===== config.mk =====
export PLATFORM = sky130hd
export DESIGN_NAME = pet_uart_tx
export DESIGN_NICKNAME = d
export VERILOG_FILES = /design/src/rtl/pet_uart_tx.sv
export SDC_FILE = /design/constraint.sdc
export NUM_CORES = 1
export LEC_CHECK = 0
export CORE_UTILIZATION = 56
export DETAILED_ROUTE_END_ITERATION = 8
export PLACE_DENSITY = 0.76
export SKIP_LAST_GASP = 1
export SLEW_MARGIN = 20
export SYNTH_ARGS = -nofsm -noshare
export SYNTH_HDL_FRONTEND = slang
export SYNTH_SLANG_ARGS = --single-unit

===== constraint.sdc =====
create_clock -name clk -period 3.23 [get_ports clk]
set_clock_uncertainty 0.2 [all_clocks]
set_input_delay 0.646 -clock clk [delete_from_list [all_inputs] [get_ports clk]]
set_output_delay 0.646 -clock clk [all_outputs]
set_load 0.05 [all_outputs]

===== src/rtl/pet_uart_tx.sv =====
// Buffered 8N1 UART transmitter: byte FIFO feeding an LSB-first serializer.
// Define PET_UART_TX_PARITY_EN to insert an even-parity bit before the stop bit.
module pet_uart_tx #(
  parameter int CLK_DIVIDER = 5208,
  parameter int FIFO_AW     = 4
) (
  input  logic       clk,
  input  logic       reset_n,
  input  logic [7:0] write_data,
  input  logic       write_strobe,
  output logic       write_rdy,
  output logic       serial_out,
  output logic       busy,
  output logic       overflow
);

  localparam int               DEPTH      = 1 << FIFO_AW;
  localparam logic [FIFO_AW:0] FULL_COUNT = (FIFO_AW + 1)'(DEPTH);
  localparam logic [FIFO_AW:0] ZERO_COUNT = (FIFO_AW + 1)'(0);
  localparam logic [FIFO_AW:0] ONE_COUNT  = (FIFO_AW + 1)'(1);
  localparam logic [FIFO_AW-1:0] ONE_PTR  = FIFO_AW'(1);
  localparam logic [15:0]      TIMER_LOAD = 16'(CLK_DIVIDER - 1);

  typedef enum logic [2:0] {
    ST_IDLE   = 3'd0,
    ST_START  = 3'd1,
    ST_DATA   = 3'd2,
`ifdef PET_UART_TX_PARITY_EN
    ST_PARITY = 3'd4,
`endif
    ST_STOP   = 3'd3
  } state_t;

`ifdef PET_UART_TX_PARITY_EN
  function automatic logic even_parity(input logic [7:0] b);
    return ^b;
  endfunction
`endif

  state_t             state_r;
  state_t             state_nxt_s;
  logic [7:0]         mem_r [DEPTH];
  logic [FIFO_AW-1:0] wr_ptr_r;
  logic [FIFO_AW-1:0] rd_ptr_r;
  logic [FIFO_AW:0]   count_r;
  logic [15:0]        timer_r;
  logic [7:0]         shift_r;
  logic [2:0]         bit_idx_r;
  logic               serial_r;
  logic               overflow_r;
`ifdef PET_UART_TX_PARITY_EN
  logic               parity_r;
`endif

  logic       fifo_empty_s;
  logic       push_s;
  logic       pop_s;
  logic       tick_s;
  logic       load_s;
  logic       shift_s;
  logic       serial_nxt_s;
  logic [7:0] head_s;

  assign fifo_empty_s = (count_r == ZERO_COUNT);
  assign write_rdy    = (count_r != FULL_COUNT);
  assign push_s       = write_strobe && write_rdy;
  assign tick_s       = (timer_r == 16'd0);
  assign head_s       = mem_r[rd_ptr_r];
  assign serial_out   = serial_r;
  assign overflow     = overflow_r;
  assign busy         = (state_r != ST_IDLE) || !fifo_empty_s;

  // FSM state register
  always_ff @(posedge clk or negedge reset_n) begin
    if (!reset_n) begin
      state_r <= ST_IDLE;
    end else begin
      state_r <= state_nxt_s;
    end
  end

  // Next-state decode; each non-idle state advances only on timer expiry
  always_comb begin
    state_nxt_s = state_r;
    case (state_r)
      ST_IDLE: begin
        if (!fifo_empty_s) state_nxt_s = ST_START;
        else               state_nxt_s = ST_IDLE;
      end
      ST_START: begin
        if (tick_s) state_nxt_s = ST_DATA;
        else        state_nxt_s = ST_START;
      end
      ST_DATA: begin
        if (tick_s && (bit_idx_r == 3'd7)) begin
`ifdef PET_UART_TX_PARITY_EN
          state_nxt_s = ST_PARITY;
`else
          state_nxt_s = ST_STOP;
`endif
        end else begin
          state_nxt_s = ST_DATA;
        end
      end
`ifdef PET_UART_TX_PARITY_EN
      ST_PARITY: begin
        if (tick_s) state_nxt_s = ST_STOP;
        else        state_nxt_s = ST_PARITY;
      end
`endif
      ST_STOP: begin
        if (tick_s) state_nxt_s = fifo_empty_s ? ST_IDLE : ST_START;
        else        state_nxt_s = ST_STOP;
      end
      default: state_nxt_s = ST_IDLE;
    endcase
  end

  // Output decode: pops, timer reloads and the next line level
  always_comb begin
    pop_s        = 1'b0;
    load_s       = 1'b0;
    shift_s      = 1'b0;
    serial_nxt_s = serial_r;
    case (state_r)
      ST_IDLE: begin
        if (!fifo_empty_s) begin
          pop_s        = 1'b1;
          load_s       = 1'b1;
          serial_nxt_s = 1'b0;
        end else begin
          serial_nxt_s = 1'b1;
        end
      end
      ST_START: begin
        if (tick_s) begin
          load_s       = 1'b1;
          shift_s      = 1'b1;
          serial_nxt_s = shift_r[0];
        end else begin
          serial_nxt_s = serial_r;
        end
      end
      ST_DATA: begin
        if (tick_s && (bit_idx_r == 3'd7)) begin
          load_s = 1'b1;
`ifdef PET_UART_TX_PARITY_EN
          serial_nxt_s = parity_r;
`else
          serial_nxt_s = 1'b1;
`endif
        end else if (tick_s) begin
          load_s       = 1'b1;
          shift_s      = 1'b1;
          serial_nxt_s = shift_r[0];
        end else begin
          serial_nxt_s = serial_r;
        end
      end
`ifdef PET_UART_TX_PARITY_EN
      ST_PARITY: begin
        if (tick_s) begin
          load_s       = 1'b1;
          serial_nxt_s = 1'b1;
        end else begin
          serial_nxt_s = serial_r;
        end
      end
`endif
      ST_STOP: begin
        if (tick_s && !fifo_empty_s) begin
          pop_s        = 1'b1;
          load_s       = 1'b1;
          serial_nxt_s = 1'b0;
        end else if (tick_s) begin
          serial_nxt_s = 1'b1;
        end else begin
          serial_nxt_s = serial_r;
        end
      end
      default: serial_nxt_s = 1'b1;
    endcase
  end

  // FIFO storage; contents are meaningless until written, so no reset
  always_ff @(posedge clk) begin
    if (push_s) begin
      mem_r[wr_ptr_r] <= write_data;
    end else begin
      mem_r[wr_ptr_r] <= mem_r[wr_ptr_r];
    end
  end

  // FIFO pointers, occupancy and sticky overflow
  always_ff @(posedge clk or negedge reset_n) begin
    if (!reset_n) begin
      wr_ptr_r   <= {FIFO_AW{1'b0}};
      rd_ptr_r   <= {FIFO_AW{1'b0}};
      count_r    <= ZERO_COUNT;
      overflow_r <= 1'b0;
    end else begin
      if (push_s) wr_ptr_r <= wr_ptr_r + ONE_PTR;
      if (pop_s)  rd_ptr_r <= rd_ptr_r + ONE_PTR;
      case ({push_s, pop_s})
        2'b10:   count_r <= count_r + ONE_COUNT;
        2'b01:   count_r <= count_r - ONE_COUNT;
        default: count_r <= count_r;
      endcase
      if (write_strobe && !write_rdy) overflow_r <= 1'b1;
    end
  end

  // Serializer datapath: bit timer, shift register, bit index, line register
  always_ff @(posedge clk or negedge reset_n) begin
    if (!reset_n) begin
      timer_r   <= 16'd0;
      shift_r   <= 8'd0;
      bit_idx_r <= 3'd0;
      serial_r  <= 1'b1;
`ifdef PET_UART_TX_PARITY_EN
      parity_r  <= 1'b0;
`endif
    end else begin
      serial_r <= serial_nxt_s;
      if (load_s) begin
        timer_r <= TIMER_LOAD;
      end else if ((state_r != ST_IDLE) && !tick_s) begin
        timer_r <= timer_r - 16'd1;
      end
      if (pop_s) begin
        shift_r <= head_s;
`ifdef PET_UART_TX_PARITY_EN
        parity_r <= even_parity(head_s);
`endif
      end else if (shift_s) begin
        shift_r <= {1'b0, shift_r[7:1]};
      end
      if (shift_s && (state_r == ST_START)) begin
        bit_idx_r <= 3'd0;
      end else if (shift_s) begin
        bit_idx_r <= bit_idx_r + 3'd1;
      end
    end
  end

endmodule


==> results.ini, run 1 <==
[floorplanning]
die_w_um=119
dieArea_um2=14100
start_util_pct=57.6
rows=42
core-area_um2=13300
boundaryPins=15
die_h_um=119

[timing]
period_share_pct=99.8
max_freq_ghz=0.310
hold_viol=0
slew_headroom_pct=48.5
tightest_slew_ns=0.773
holdWs_ns=0.0455
tns_ns=0
fin_crit_ns=3.23
finalSetupViolations=0
drv_slew=0
rsz0062_at_grt=yes

[placed_design]
numPortBuffers=14
dpl_cell_area_um2=8280
post-dp-hpwl_um=10400
gp_congestion=0.853

[clocking]
numCtsBuffers=17
cts_buffer_depth=2
ctsHtreeMaxLevel=4
clock-sinks=172
tritoncts=yes
holdBufCountCts=0
clkSlewWorstSetupHoldPaths_ns=0.07
clock_latency_ns=0.43
clockRootBuffer=clkbuf_16

[routing]
drtPass1Iterations=5
drtIter0Drc=405
drtAntennaViolNets=0
wirelength_um=16000
drc=0
via_per_inst=6.09
post_drt_wl_per_cell_um=21.4
vias=4562

[logic_synthesis]
yosys-top-cells-area=edfxtp_1 (50%), dfrtp_1 (14%), mux4_2 (9.7%)
synth_edf_count=128
ys_ff_latch=172
synth.distinct_cells=62
ys_warn_count=0
ys_seq_area_share_pct=64.6
synth_top_area_share_pct=50.2
synth_cells=499
async_flop_share_pct=25.6
synth_fp_nets=525
synth.most_common_cell=edfxtp_1
synthFlopType=edfxtp_1
yosysTopAreaCell=edfxtp_1
syn_area_um2=7650
synth_common_cells=edfxtp_1 (128), dfrtp_1 (43), nand2_1 (34)
syn_area_per_cell_um2=15.3

[global_routing]
grt_max_degree=26
grt_first_pass_wirelength_um=25500
grt_pass1_vias=4633
antenna_found_initial=0
grt_overflow=0
track_usage_pct=24.8

[power]
p_seq_share_pct=49.8
intPower_mw=4.06
p_clk_share_pct=37.1
swShare_pct=25.8
irDropWorstVdd_mv=0.743
p_sw_mw=1.41
cellLeakagePower_nw=3.16
p_per_area_nw_per_um2=612
pwr-share-comb_pct=13.2

[finish]
fin_area_um2=8930
drive_gt1_share_pct=27.4
num_antenna_cells=0
fillers=872
area_growth_pct=16.7
nets=586

[critical_path]
worstPathRequired_ns=3.33
arrival_ns=3.32
end_kind=register
start_kind=register
critPathKind=reg -> reg
worstPathMaxFanout=5

[status]
status=complete, no violations

[flow_run]
cap_violations=0

[hold_path]
hp-class=in -> async

power by group through the flow:
| stage | Combinational (mW) | Sequential [mW] | Clock [mW] |
|---|---|---|---|
| after floorplan | 0.440 | 2.72 | 0 |
| after global placement | 0.666 | 2.74 | 0 |
| after detailed placement | 0.695 | 2.76 | 0 |
| after CTS | 0.706 | 2.72 | 2.05 |
| after global routing | 0.778 | 2.74 | 2.13 |
| final | 0.719 | 2.72 | 2.03 |
sequential cells by signal (all words and copies together) (netlist names):
register	cells
state_r	2
wr_ptr_r	4
count_r	5
rd_ptr_r	4
overflow	1
mem_r	128
shift_r	8
timer_r	16
bit_idx_r	3
serial_out	1
critical path, cell delays in order, from the launching register on:
cell and delay, ns:
dfrtp_1 0.42, or4_4 0.54, nor4_4 0.34, a21oi_2 0.10, nor2_2 0.15, ha_2 0.21
buf_4 0.14, ha_1 0.26, a31oi_1 0.19, o32ai_2 0.11, a31oi_1 0.15, mux2i_1 0.11
xor2_1 0.18
layout by cell type, fill, tap and decap left out, types with 4 or more instances in the layout:
| master | n |
|---|---|
| mux4_2 | 33 |
| xnor2_1 | 18 |
| ha_1 | 12 |
| dfrtp_1 | 42 |
| or4_1 | 6 |
| nand2_1 | 34 |
| or3_1 | 6 |
| nand4_1 | 4 |
| nor3b_1 | 4 |
| buf_4 | 58 |
| mux2i_1 | 19 |
| o21ai_0 | 10 |
| a31oi_1 | 6 |
| nor2_1 | 29 |
| a21oi_1 | 5 |
| nor4_1 | 6 |
| o211ai_1 | 5 |
| nand3_1 | 14 |
| clkbuf_16 | 17 |
| nand3b_1 | 4 |
| or2_2 | 4 |
| inv_1 | 7 |
| xor2_1 | 5 |
| inv_6 | 5 |
| clkdlybuf4s50_1 | 12 |
| mux2_2 | 4 |
| nor3_1 | 15 |
| edfxtp_1 | 128 |
final cells by class:
type | instances | area (um2) | share of cell area (%)
Sequential cell | 172 | 4950 | 55.4
Multi-Input combinational cell | 288 | 2560 | 28.7
Timing Repair Buffer | 72 | 581 | 6.50
Clock buffer | 17 | 425 | 4.76
Tap cell | 176 | 220 | 2.47
Clock inverter | 15 | 160 | 1.79
Inverter | 9 | 33.8 | 0.378
cells by family (layout without fill, tap and decap cells):
| logic type | count (synthesis) | in the layout | share of synthesized area (%) |
|---|---|---|---|
| AOI/OAI and AO/OA | 47 | 47 | 4.53 |
| buffers and inverters | 39 | 113 | 2.27 |
| DFF | 172 | 172 | 64.6 |
| and+or+nand+nor | 146 | 146 | 10.6 |
| adders and majority gates | 15 | 15 | 2.45 |
| muxes | 57 | 57 | 12.9 |
| xor gates and xnor gates | 23 | 23 | 2.63 |
per-layer routing:
metal  GRT usage (%)  routed length (um)  up-vias
li1                -                   -     2057
met1            32.1                6730     2314
met2            40.1                8090      160
met3            7.09                 865       31
met4            9.02                 349        0
met5               0                   0        -
worst paths after layout:
path | startpoint | end | slack, ns | cells after the start
max in group asynchronous | reset_n | serial_out | 2.01 | 2
min in group clk | bit_idx_r[2] | bit_idx_r[2] | 0.28 | 2
hold / removal | reset_n | timer_r[3] | 0.05 | 1
setup / recovery | timer_r[9] | count_r[4] | 0.005 | 12
hold reg to reg | bit_idx_r[2] | bit_idx_r[2] | 0.28 | 2
setup reg to reg | timer_r[9] | count_r[4] | 0.005 | 12
stage by stage:
step | cells | total power [mW] | worst slack, ns | utilization [%]
2_1_floorplan | 499 | 3.16 | -0.205 | -
3_3_place_gp | 711 | 3.41 | -0.0267 | 62.3
3_5_place_dp | 711 | 3.46 | -0.218 | 62.3
4_1_cts | 746 | 5.48 | -0.0193 | 66.9
5_1_grt | 749 | 5.65 | -0.118 | 67.2
6_report | 749 | 5.47 | 0.00494 | 67.2
repair_timing:
| action | CTS | global route |
|---|---|---|
| gates resized for setup | 1 | 3 |
| setup endpoints to repair | 3 | 4 |
| setup buffers | 3 | 3 |
| pin swaps | 5 | 2 |
| gates cloned | 0 | 0 |
Note: power is estimated with default switching activity, not from simulation.
==> run 2: changes to the inputs <==
- CORE_UTILIZATION: 56 -> 55
- PLACE_DENSITY: 0.76 -> 0.75
==> run 2 against run 1 <==
  * First-iteration DRC count grew 4.4%
  * Clock power up 8%
  * The run now ends with setup timing left
  * Sequential share of layout area decreased by 0.32 points
  * Cell count decreased by 0.53%
  * Power grew 3.4%
  * Register-to-register slack worse by 0.12 ns
  * Routed wire length shrank 0.37%
  * Critical path depth did not move
  * Sequential power is essentially flat
  * Die area up 1.8%
==> results.ini, run 2 (same netlist as run 1, synthesis figures left out) <==
[status]
status=finished with violations  ; was complete, no violations
violations=setup timing

[power]
finalPower_mw=5.65  ; was 5.47 mW
cellLeakagePower_nw=3.19  ; was 3.16 nW
irDropWorstVdd_mv=0.573  ; was 0.743 mV
p_per_area_nw_per_um2=629  ; was 612 nW/um2

[clocking]
holdBufCountCts=0  ; unchanged
clockRootBuffer=clkbuf_16  ; unchanged
numCtsBuffers=17  ; unchanged
tritoncts=yes  ; unchanged
clock-sinks=172  ; unchanged
clkSlewWorstSetupHoldPaths_ns=0.07  ; about the same
clock_latency_ns=0.43  ; about the same
cts_buffer_depth=2  ; unchanged
ctsHtreeMaxLevel=4  ; unchanged

[routing]
wirelength_um=16000  ; about the same
drc=0  ; unchanged
drtAntennaViolNets=0  ; unchanged
post_drt_wl_per_cell_um=21.4  ; about the same
drtPass1Iterations=5  ; unchanged
via_per_inst=6.10  ; was 6.09
vias=4545  ; was 4562
drtIter0Drc=423  ; was 405

[timing]
fin_ws_ns=-0.110  ; was 0.00494 ns
slew_headroom_pct=38.1  ; was 48.5%
period_share_pct=103  ; was 99.8%
rsz0062_at_grt=yes  ; unchanged
fin_crit_ns=3.34  ; was 3.23 ns
drv_slew=0  ; unchanged
finalSetupViolations=2  ; was 0
tightest_slew_ns=0.929  ; was 0.773 ns
tns_ns=-0.115  ; was 0 ns
max_freq_ghz=0.299  ; was 0.310 GHz
hold_viol=0  ; unchanged

[finish]
num_antenna_cells=0  ; unchanged
fillers=935  ; was 872
regMostFlops=mem_r  ; unchanged
area_growth_pct=17.4  ; was 16.7%
drive_gt1_share_pct=27.6  ; was 27.4%
final_cell_mix=edfxtp_1 (128), buf_4 (54), dfrtp_1 (41)  ; was edfxtp_1 (128), buf_4 (58), dfrtp_1 (42)
nets=583  ; was 586
largest_reg_flops=128  ; unchanged
reg.largest.list=mem_r: 128 flops, timer_r: 16 flops, shift_r: 8 flops  ; unchanged
final_common_cell=edfxtp_1  ; unchanged

[critical_path]
path_depth=12  ; unchanged
worstPathRequired_ns=3.33  ; about the same
regToRegStartpoint=timer_r[6]  ; was timer_r[9]
cp_top_family=simple AND/OR/NAND/NOR gates  ; unchanged
critPathKind=reg -> reg  ; unchanged
cp_slowest_cell=or4_4  ; unchanged
r2r-end=count_r[4]  ; unchanged
max_stage_delay_ns=0.58  ; was 0.54 ns
end_kind=register  ; unchanged
worstSetupStartpoint=timer_r[6]  ; was timer_r[9]
crit_end=count_r[4]  ; unchanged
worst-r2r-cell-count=12  ; unchanged
start_kind=register  ; unchanged
reg2reg_slack_ns=-0.11  ; was 0.005 ns
arrival_ns=3.44  ; was 3.32 ns
crit_buf_inv=1  ; unchanged
worstPathMaxFanout=4  ; was 5
path_cells=or4_4, nor4_4, a21oi_2, nor2_2, ha_2, buf_4, ha_1, a31oi_2, o32ai_2, a31oi_1, mux2i_1, xor2_1  ; was or4_4, nor4_4, a21oi_2, nor2_2, ha_2, buf_4, ha_1, a31oi_1, o32ai_2, a31oi_1, mux2i_1, xor2_1

[floorplanning]
rows=42  ; unchanged
boundaryPins=15  ; unchanged
core-area_um2=13400  ; was 13300 um2
die_h_um=120  ; was 119 um
die_w_um=120  ; was 119 um
start_util_pct=57.1  ; was 57.6%
dieArea_um2=14400  ; was 14100 um2

[placed_design]
pre_cts_slack_ns=-0.101  ; was -0.218 ns
gp_congestion=0.872  ; was 0.853
numPortBuffers=14  ; unchanged
post-dp-hpwl_um=10100  ; was 10400 um

[global_routing]
grt_first_pass_wirelength_um=25100  ; was 25500 um
grt_pass1_vias=4551  ; was 4633
antenna_found_initial=0  ; unchanged
grt_max_degree=34  ; was 26
grt_overflow=0  ; unchanged
track_usage_pct=23.9  ; was 24.8%

[hold_path]
hp-class=in -> async  ; unchanged

[flow_run]
cap_violations=0  ; unchanged

[run 2: worst min-delay path by stage]
stage / cells past startpoint / end / slack, ns
2_1_floorplan: 0 / bit_idx_r[0] / 0.15
3_3_place_gp: 1 / overflow / 0.25
3_5_place_dp: 2 / bit_idx_r[2] / 0.27
4_1_cts: 1 / count_r[3] / 0.11
5_1_grt: 1 / timer_r[13] / 0.15
6_report: 1 / timer_r[2] / 0.1
[run 2: report_power, final]
group          switching (mW)  internal (mW)
sequential              0.114           2.61
combinational           0.425          0.310
clock                   0.885           1.31
total                    1.42           4.23
[run 2: layer usage]
layer | track usage [%] | wire (um) | up-vias
li1 | - | - | 2051
met3 | 6.04 | 699 | 21
met4 | 8.13 | 281 | 0
met1 | 30.6 | 6680 | 2341
met5 | 0 | 0 | -
met2 | 39.8 | 8320 | 132
[run 2: repair_timing]
action	CTS	global route
pin swaps	1	2
endpoints found under the setup margin	3	3
buffers inserted	0	5
gates resized for setup	3	6
[run 2: metrics by stage]
step	hold WS (ns)	std cells	cell area (um2)	utilization, %
2_1_floorplan	0.150	499	7680	-
3_3_place_gp	0.253	709	8270	61.7
3_5_place_dp	0.272	709	8270	61.7
4_1_cts	0.110	740	8910	66.5
5_1_grt	0.148	745	8980	67.0
6_report	0.0969	745	8980	67.0
[run 2: layout make-up]
| class | instances | area (um2) | area share (%) |
|---|---|---|---|
| clock buffers | 17 | 425 | 4.73 |
| clock inverters | 14 | 206 | 2.30 |
| inverters | 9 | 33.8 | 0.376 |
| multi-input cells | 288 | 2590 | 28.8 |
| flip-flops and latches | 172 | 4950 | 55.1 |
| well taps | 176 | 220 | 2.45 |
| repair buffers | 69 | 559 | 6.22 |
==> run 3: changes to the inputs <==
- CORE_UTILIZATION: 55 -> 45
- PLACE_DENSITY: 0.75 -> unset
==> run 3 against run 2 <==
  * The flow now finishes without violations
  * Critical path depth unchanged
  * Combinational power down 1%
  * Routed wire length down 2.7%
  * Sequential power about the same
  * Largest cell class unchanged
  * First-iteration DRC count down 27%
  * Die area up 22%
  * Sequential cell count unchanged
  * Register-to-register slack better by 0.11 ns
  * Non-clock buffer count up 6
  * Worst setup slack better by 0.11 ns
==> results.ini, run 3 (same netlist as run 1, synthesis figures left out) <==
[clocking]
clock-sinks=172  ; unchanged
cts_buffer_depth=2  ; unchanged
ctsHtreeMaxLevel=4  ; unchanged
clock_latency_ns=0.43  ; about the same
clkSlewWorstSetupHoldPaths_ns=0.07  ; about the same
clockRootBuffer=clkbuf_16  ; unchanged
holdBufCountCts=0  ; unchanged
numCtsBuffers=17  ; unchanged
tritoncts=yes  ; unchanged

[routing]
via_per_inst=5.62  ; was 6.10
post_drt_wl_per_cell_um=19.5  ; was 21.4 um
drtIter0Drc=309  ; was 423
drtAntennaViolNets=0  ; unchanged
vias=4477  ; was 4545
drtPass1Iterations=5  ; unchanged
drc=0  ; unchanged
wirelength_um=15600  ; was 16000 um

[finish]
drive_gt1_share_pct=28.1  ; was 27.6%
area_growth_pct=17.8  ; was 17.4%
final_common_cell=edfxtp_1  ; unchanged
fillers=1341  ; was 935
regMostFlops=mem_r  ; unchanged
largest_reg_flops=128  ; unchanged
reg.largest.list=mem_r: 128 flops, timer_r: 16 flops, shift_r: 8 flops  ; unchanged
multi_input_area_um2=2560  ; was 2590 um2
final_cell_mix=edfxtp_1 (128), buf_4 (62), dfrtp_1 (42)  ; was edfxtp_1 (128), buf_4 (54), dfrtp_1 (41)
nets=589  ; was 583
regArea_um2=4950  ; about the same
num_antenna_cells=0  ; unchanged

[critical_path]
worstPathRequired_ns=3.33  ; about the same
worstSetupStartpoint=timer_r[6]  ; unchanged
critPathKind=reg -> reg  ; unchanged
worstPathMaxFanout=4  ; unchanged
crit_end=count_r[4]  ; unchanged
r2r-end=count_r[4]  ; unchanged
reg2reg_slack_ns=0.001  ; was -0.11 ns
arrival_ns=3.32  ; was 3.44 ns
end_kind=register  ; unchanged
worst-r2r-cell-count=12  ; unchanged
regToRegStartpoint=timer_r[6]  ; unchanged
start_kind=register  ; unchanged

[global_routing]
grt_first_pass_wirelength_um=25500  ; was 25100 um
grt_max_degree=36  ; was 34
antenna_found_initial=0  ; unchanged
track_usage_pct=19.4  ; was 23.9%
grt_pass1_vias=4636  ; was 4551
grt_overflow=0  ; unchanged

[floorplanning]
dieArea_um2=17500  ; was 14400 um2
core-area_um2=16600  ; was 13400 um2
boundaryPins=15  ; unchanged
rows=47  ; was 42
die_h_um=132  ; was 120 um
start_util_pct=46.2  ; was 57.1%
die_w_um=132  ; was 120 um

[placed_design]
numPortBuffers=14  ; unchanged
gp_congestion=0.849  ; was 0.872
post-dp-hpwl_um=10500  ; was 10100 um

[power]
p_per_area_nw_per_um2=607  ; was 629 nW/um2
cellLeakagePower_nw=3.19  ; about the same
finalPower_mw=5.47  ; was 5.65 mW
irDropWorstVdd_mv=0.369  ; was 0.573 mV

[status]
status=complete, no violations  ; was finished with violations

[timing]
max_freq_ghz=0.310  ; was 0.299 GHz
period_share_pct=100  ; was 103%
hold_viol=0  ; unchanged
finalSetupViolations=0  ; was 2
holdWs_ns=0.133  ; was 0.0969 ns
rsz0062_at_grt=yes  ; unchanged
tightest_slew_ns=0.863  ; was 0.929 ns
drv_slew=0  ; unchanged
slew_headroom_pct=42.4  ; was 38.1%
fin_crit_ns=3.23  ; was 3.34 ns

[flow_run]
cap_violations=0  ; unchanged

[hold_path]
hp-class=in -> async  ; unchanged

[run 3: changes by cell type in the layout (fill, tap and decap cells not counted), sizes merged]
| cell | change |
|---|---|
| bufinv | -4 |
| inv | +1 |
| buf | +7 |
| dlygate4sd2 | -1 |
| clkinv | +4 |
[run 3: final cells by class]
| cell class | count | share of cell area, % |
|---|---|---|
| flip-flops and latches | 172 | 54.8 |
| multi-input cells | 288 | 28.4 |
| repair buffers | 75 | 6.55 |
| clock buffers | 17 | 4.72 |
| well taps | 220 | 3.05 |
| clock inverters | 15 | 2.08 |
| inverters | 9 | 0.374 |
[run 3: layer usage]
| metal | wire length, um | track usage, % | vias up |
|---|---|---|---|
| li1 | - | - | 2062 |
| met1 | 7190 | 27.2 | 2316 |
| met2 | 7670 | 31.1 | 88 |
| met3 | 576 | 3.87 | 11 |
| met4 | 110 | 5.04 | 0 |
| met5 | 0 | 0 | - |
[run 3: how the worst min path moves through the flow]
stage,end,depth (start not counted)
6_report,timer_r[3],1
3_5_place_dp,overflow,1
2_1_floorplan,bit_idx_r[0],0
3_3_place_gp,overflow,1
5_1_grt,timer_r[2],1
4_1_cts,timer_r[2],1
[run 3: through the flow]
| step | cells | utilization, % | setup slack, ns | setup TNS (ns) | area (um2) |
|---|---|---|---|---|---|
| CTS | 793 | 54.2 | 0.0000131 | 0 | 8990 |
| detailed placement | 759 | 50.4 | -0.230 | -0.323 | 8360 |
| floorplan | 499 | - | -0.205 | -0.387 | 7680 |
| global placement | 759 | 50.4 | -0.0369 | -0.0369 | 8360 |
| finish | 796 | 54.4 | 0.00127 | 0 | 9020 |
| global route | 796 | 54.4 | -0.178 | -0.312 | 9020 |
[run 3: critical path, cell delays in order (launching register included)]
cell and delay [ns]:
dfrtp_1 0.38, or4_4 0.58, nor4_4 0.36, a21oi_2 0.11, nor2_2 0.12, ha_2 0.22
buf_4 0.13, ha_1 0.26, a31oi_1 0.18, o32ai_2 0.11, a31oi_1 0.16, mux2i_1 0.11
xor2_1 0.17
[run 3: timing repair]
action / CTS / global route
gates resized for setup: 1 / 1
pin swaps: 5 / 1
buffers inserted: 2 / 3
endpoints found under the setup margin: 3 / 3
[run 3: power breakdown]
part | internal [mW] | switching [mW] | leakage, nW
clock network | 1.06 | 0.983 | 0.295
logic | 0.306 | 0.420 | 1.21
registers | 2.60 | 0.105 | 1.69
==> RTL change 1 (config.mk and constraints of run 1) <==
Re-encode `state_t` (4 states) as one-hot, 4 bits wide.
--- a/src/rtl/pet_uart_tx.sv
+++ b/src/rtl/pet_uart_tx.sv
@@ -23,6 +23,6 @@
 
-  typedef enum logic [2:0] {
-    ST_IDLE   = 3'd0,
-    ST_START  = 3'd1,
-    ST_DATA   = 3'd2,
+  typedef enum logic [3:0] {
+    ST_IDLE   = 4'b0001,
+    ST_START  = 4'b0010,
+    ST_DATA   = 4'b0100,
 `ifdef PET_UART_TX_PARITY_EN
@@ -30,3 +30,3 @@
 `endif
-    ST_STOP   = 3'd3
+    ST_STOP   = 4'b1000
   } state_t;
Formal check against the unedited RTL: same outputs for any inputs over 10 cycles, from zero or initial values and one cycle with reset_n low; not proved beyond that.
==> RTL change 1 against run 1 <==
The flow now finishes with violations (setup timing); wire length shrank 7.2%; sequential cell count up 2; synthesized area shrank 2.0%; combinational power decreased by 2%; final cell count decreased by 2.1%; total power is 1.3% higher; setup slack got worse by 0.10 ns; design area down 0.20%; largest power group unchanged; highest routed layer unchanged.
==> RTL change 1: results (changes against run 1) <==
Via count: 4359 (-4.4%)
Placed Cells: 694 (-2.4%)
CP Max Fanout: 4 (-1)
Port Buffers: 14 (unchanged)
Clock insertion delay at the later pin of the skew report: 0.43 ns (about the same)
Vias in the first global route: 4486 (-3.2%)
Cell count after synthesis: 478 (-4.2%)
Routability Congestion: 0.8244 (-3.4%)
Syn_nets: 501 (-4.6%)
ANT cells: 0 (unchanged)
CP top delay family: simple AND/OR/NAND/NOR gates
Rel. slew slack: 42.59% (-5.9 points)
Final WS setup: -0.09929 ns (-0.1042 ns)
Clk slew on worst S/H paths: 0.07 ns (about the same)
Max clock buf depth: 2 (unchanged)
Outcome: finished, violations left
Number of synthesized flops with an enable pin: 128 (unchanged)
Largest cells by area after synthesis: edfxtp_1, dfrtp_1, mux4_2
Fraction of layout cells with a size suffix above 1: 27.81% (+0.41 points)
FILL cells: 803 (-7.9%)
Setup CP Type: reg2reg
Pre-antenna DRT Iters: 5 (unchanged)
Post-Layout Cell Count: 733 (-2.1%)
Top flop regs: mem_r x128, timer_r x16, shift_r x8
GRT Total Usage: 23.07% (-1.7 points)
First-pass GRT wire length: 23.90 mm (-6.4%)
Failing checks: setup timing
Async S/R FF share, synth: 26.44% (+0.86 points)
Syn. warnings: 0 (unchanged)
Worst path max stage delay: 0.45 ns (-0.09 ns)
Seq/Total Area, Yosys: 66.60% (+2.0 points)
Reg2Reg Depth: 13 (+1)
DR iter-0 viols: 355 (-12%)
Synth cell types: 53 (-15%)
Total CTS buffers: 17 (unchanged)
Max stage delay cell, worst path: or4b_4
Nets@finish: 571 (-2.6%)
Final setup viols: 2 (+2)
Ys flop type: edfxtp_1
H-tree Lvls: 4 (unchanged)
Worst vdd ir: 0.6508 mV (-12%)
Initial antenna violation count: 0 (unchanged)
Post-DP HPWL: 9.647 mm (-7.3%)
WP data arrival: 3.44 ns (+0.12 ns)
Clock Tree Root: clkbuf_16
Post-synth top cells: edfxtp_1, dfrtp_1, nand2_1
Leak Pwr: 3.220 nW (+1.8%)
R2R Path Start: timer_r[0]
Largest net degree at the start of global routing: 31 (+19%)
Drt total wl: 14.89 mm (-7.2%)
[RTL change 1: cell types whose count changed after synthesis, sizes merged, moves of 5 or more]
cell	run 1	this run
a211oi	0	5
nor4	10	4
a21oi	6	13
buf	16	10
nand2	34	40
nor3	16	11
o21ai	10	19
mux2i	19	13
nand3	14	5
[RTL change 1: where the power goes]
group	switching [mW]	internal [mW]
registers	0.122	2.63
logic	0.409	0.300
clock network	0.961	1.12
[RTL change 1: final cells by class]
| type | instances | share of cell area (%) |
|---|---|---|
| clock buffers | 17 | 4.773 |
| clock inverters | 15 | 2.190 |
| inverters | 8 | 0.3369 |
| multi-input cells | 274 | 27.55 |
| flip-flops and latches | 174 | 56.08 |
| well taps | 172 | 2.414 |
| repair buffers | 73 | 6.654 |
[RTL change 1: timing repair]
item | 4_1_cts | 5_1_grt
setup endpoints to repair | 3 | 2
endpoints found under the hold margin | 0 | 0
buffers inserted | 2 | 5
hold buffers | 0 | 0
pin swaps | 3 | 3
gates resized for setup | 5 | 7
[RTL change 1: metrics by stage]
stage / setup slack, ns / TNS [ns] / power (mW) / area [sq um] / util (%)
CTS: -0.1321 / -0.1961 / 5.532 / 8837 / 68.91
floorplan: -0.4380 / -0.7727 / 3.168 / 7550 / -
finish: -0.09929 / -0.1104 / 5.539 / 8914 / 69.50
global route: -0.1788 / -0.4118 / 5.736 / 8914 / 69.50
detailed placement: -0.1275 / -0.1334 / 3.461 / 8182 / 63.80
global placement: 0.01222 / 0 / 3.412 / 8182 / 63.80
[RTL change 1: worst min-delay path by stage]
stage	startpoint	slack (ns)	to
2_1_floorplan	reset_n	0.15	bit_idx_r[0]
3_3_place_gp	overflow	0.26	overflow
3_5_place_dp	overflow	0.26	overflow
4_1_cts	reset_n	0.02	count_r[4]
5_1_grt	reset_n	0.05	count_r[4]
6_report	reset_n	0.007	count_r[4]
[RTL change 1: kinds of logic after synthesis]
kind of cell | after synthesis | share of synthesized area, %
AO/OA/AOI/OAI | 56 | 4.853
AND/OR/NAND/NOR | 124 | 8.338
XOR/XNOR | 27 | 3.152
adder cells (fa/ha/maj) | 12 | 2.001
multiplexers | 55 | 13.29
buffers and inverters | 30 | 1.767
flip-flops | 174 | 66.60
[RTL change 1: per-layer routing]
metal | wire length (um) | up-vias | part of all wire [%] | GRT usage (%)
li1 | - | 1979 | - | -
met1 | 6103 | 2228 | 41 | 28.69
met2 | 7787 | 130 | 52 | 39.63
met3 | 771 | 22 | 5.2 | 6.008
met4 | 226 | 0 | 1.5 | 7.051
met5 | 0 | - | 0 | 0
==> RTL change 2 (flow settings as in run 1) <==
Made on the original files. `FIFO_AW`: 4 -> 5.
--- a/src/rtl/pet_uart_tx.sv
+++ b/src/rtl/pet_uart_tx.sv
@@ -4,3 +4,3 @@
   parameter int CLK_DIVIDER = 5208,
-  parameter int FIFO_AW     = 4
+  parameter int FIFO_AW     = 5
 ) (
Behaviour: same outputs for any inputs over 10 cycles, from zero or initial values and one cycle with reset_n low; that may be too few to reach the edited logic, so the function may still have changed.
==> RTL change 2 against run 1 <==
The run now ends with setup timing left; setup slack lost 0.18 ns; via count up 46%; design area rose by 61%; fmax fell by 5.3%; die area grew 60%; synthesized area rose by 62%; total power up 110%; sequential cell count increased by 131; wire length is 55% higher; clock power is 77% higher; synthesized cell count rose by 41%; utilization shrank 0.92 points; critical path type unchanged; largest cell class unchanged; largest power group unchanged.
==> RTL change 2: results (changes against run 1) <==
First-pass GRT wire length: 38.66 mm (+51%)
Via-to-Cell Ratio: 6.038 (-0.86%)
Syn_nets: 732 (+39%)
DR iter-0 viols: 673 (+66%)
Seq/Total Area, Yosys: 71.65% (+7.0 points)
Hold Crit Class: reg2reg
Clock insertion delay at the later pin of the skew report: 0.56 ns (+0.13 ns)
H-tree Lvls: 1 (-3)
Drt total wl: 24.85 mm (+55%)
Outcome: finished, violations left
Number of synthesized flops with an enable pin: 256 (+100%)
Async S/R FF share, synth: 15.51% (-10 points)
Routability Congestion: 0.9181 (+7.6%)
Cell Area, Placed: 0.01334 sq mm (+61%)
Nets@finish: 825 (+41%)
WP data arrival: 3.63 ns (+0.31 ns)
Largest cells by area after synthesis: edfxtp_1, mux4_2, dfrtp_1
CP Max Fanout: 2 (-3)
Worst vdd ir: 0.4860 mV (-35%)
Top flop regs: mem_r x256, timer_r x16, shift_r x8
Setup TNS: -0.1748 ns (-0.1748 ns)
Final setup viols: 1 (+1)
Slew @ Worst Pin: 0.7622 ns (-0.01102 ns)
Fraction of layout cells with a size suffix above 1: 25.79% (-1.6 points)
Reg2Reg Depth: 13 (+1)
Largest net degree at the start of global routing: 45 (+73%)
Final WS setup: -0.1748 ns (-0.1797 ns)
Failing checks: setup timing
Hold Slack: 0.2734 ns (+0.2279 ns)
## RTL change 2: cell count changes in the layout (fill, tap and decap cells not counted), sizes merged, moves of 8 or more
cell / delta
clkbuf: +22
mux2i: -9
o22ai: +27
nor2: +21
edfxtp: +128
mux4: +31
o21ai: +9
nor3: -8
buf: +18
## RTL change 2: worst max-delay path by stage
stage / cells past startpoint / endpoint / start
2_1_floorplan: 16 / count_r[4] / timer_r[0]
3_3_place_gp: 13 / count_r[4] / timer_r[1]
3_5_place_dp: 13 / count_r[4] / timer_r[0]
4_1_cts: 13 / count_r[4] / timer_r[1]
5_1_grt: 13 / count_r[4] / timer_r[0]
6_report: 13 / count_r[4] / timer_r[0]
## RTL change 2: report_power, final
group	switching (mW)	leakage, nW	internal, mW	total [mW]
clock	1.41	0.503	2.17	3.59
sequential	0.373	2.89	4.68	5.05
combinational	1.37	1.61	1.37	2.74
## RTL change 2: layout make-up
class / instances / area (sq um)
timing repair buffer: 92 / 762.0
sequential: 303 / 8870
clock buffer: 39 / 814.5
tap: 280 / 350.3
multi-input combinational: 358 / 3349
clock inverter: 15 / 212.7
inverter: 15 / 56.30
fill: 1414 / 7341
## RTL change 2: cells by family (layout without fill, tap and decap cells)
kind of cell,count (synthesis),in the layout,share of synthesized area [%]
flip-flops,303,303,71.65
AO/OA/AOI/OAI,78,78,4.116
adder cells (fa/ha/maj),15,15,1.517
AND/OR/NAND/NOR,163,163,6.644
buffers and inverters,45,161,1.598
XOR/XNOR,26,26,1.840
multiplexers,76,76,12.64
## RTL change 2: what timing repair did
item | 4_1_cts | 5_1_grt
buffers inserted | 0 | 2
endpoints found under the setup margin | 2 | 4
hold buffers | 1 | 0
hold endpoints to repair | 28 | 0
gates resized for setup | 1 | 5
pin swaps | 2 | 0
cloned | 0 | 0
## RTL change 2: layer usage
layer | GRT usage (%) | part of all wire (%) | routed length, um | up-vias
met4 | 6.950 | 2.2 | 543 | 0
met5 | 0 | 0 | 0 | -
met1 | 31.91 | 41 | 10310 | 3401
met3 | 3.788 | 6.2 | 1550 | 37
li1 | - | - | - | 2986
met2 | 38.41 | 50 | 12450 | 230
## RTL change 2: critical path, stage by stage (launching register included)
cell,delay [ns]
dfrtp_1,0.40
inv_2,0.07
ha_1,0.14
or3b_4,0.38
or4_4,0.55
a21oi_4,0.14
and2_4,0.17
ha_4,0.13
xor2_1,0.06
ha_2,0.20
or4bb_1,0.50
a31oi_1,0.14
o21ai_1,0.08
xnor2_1,0.12
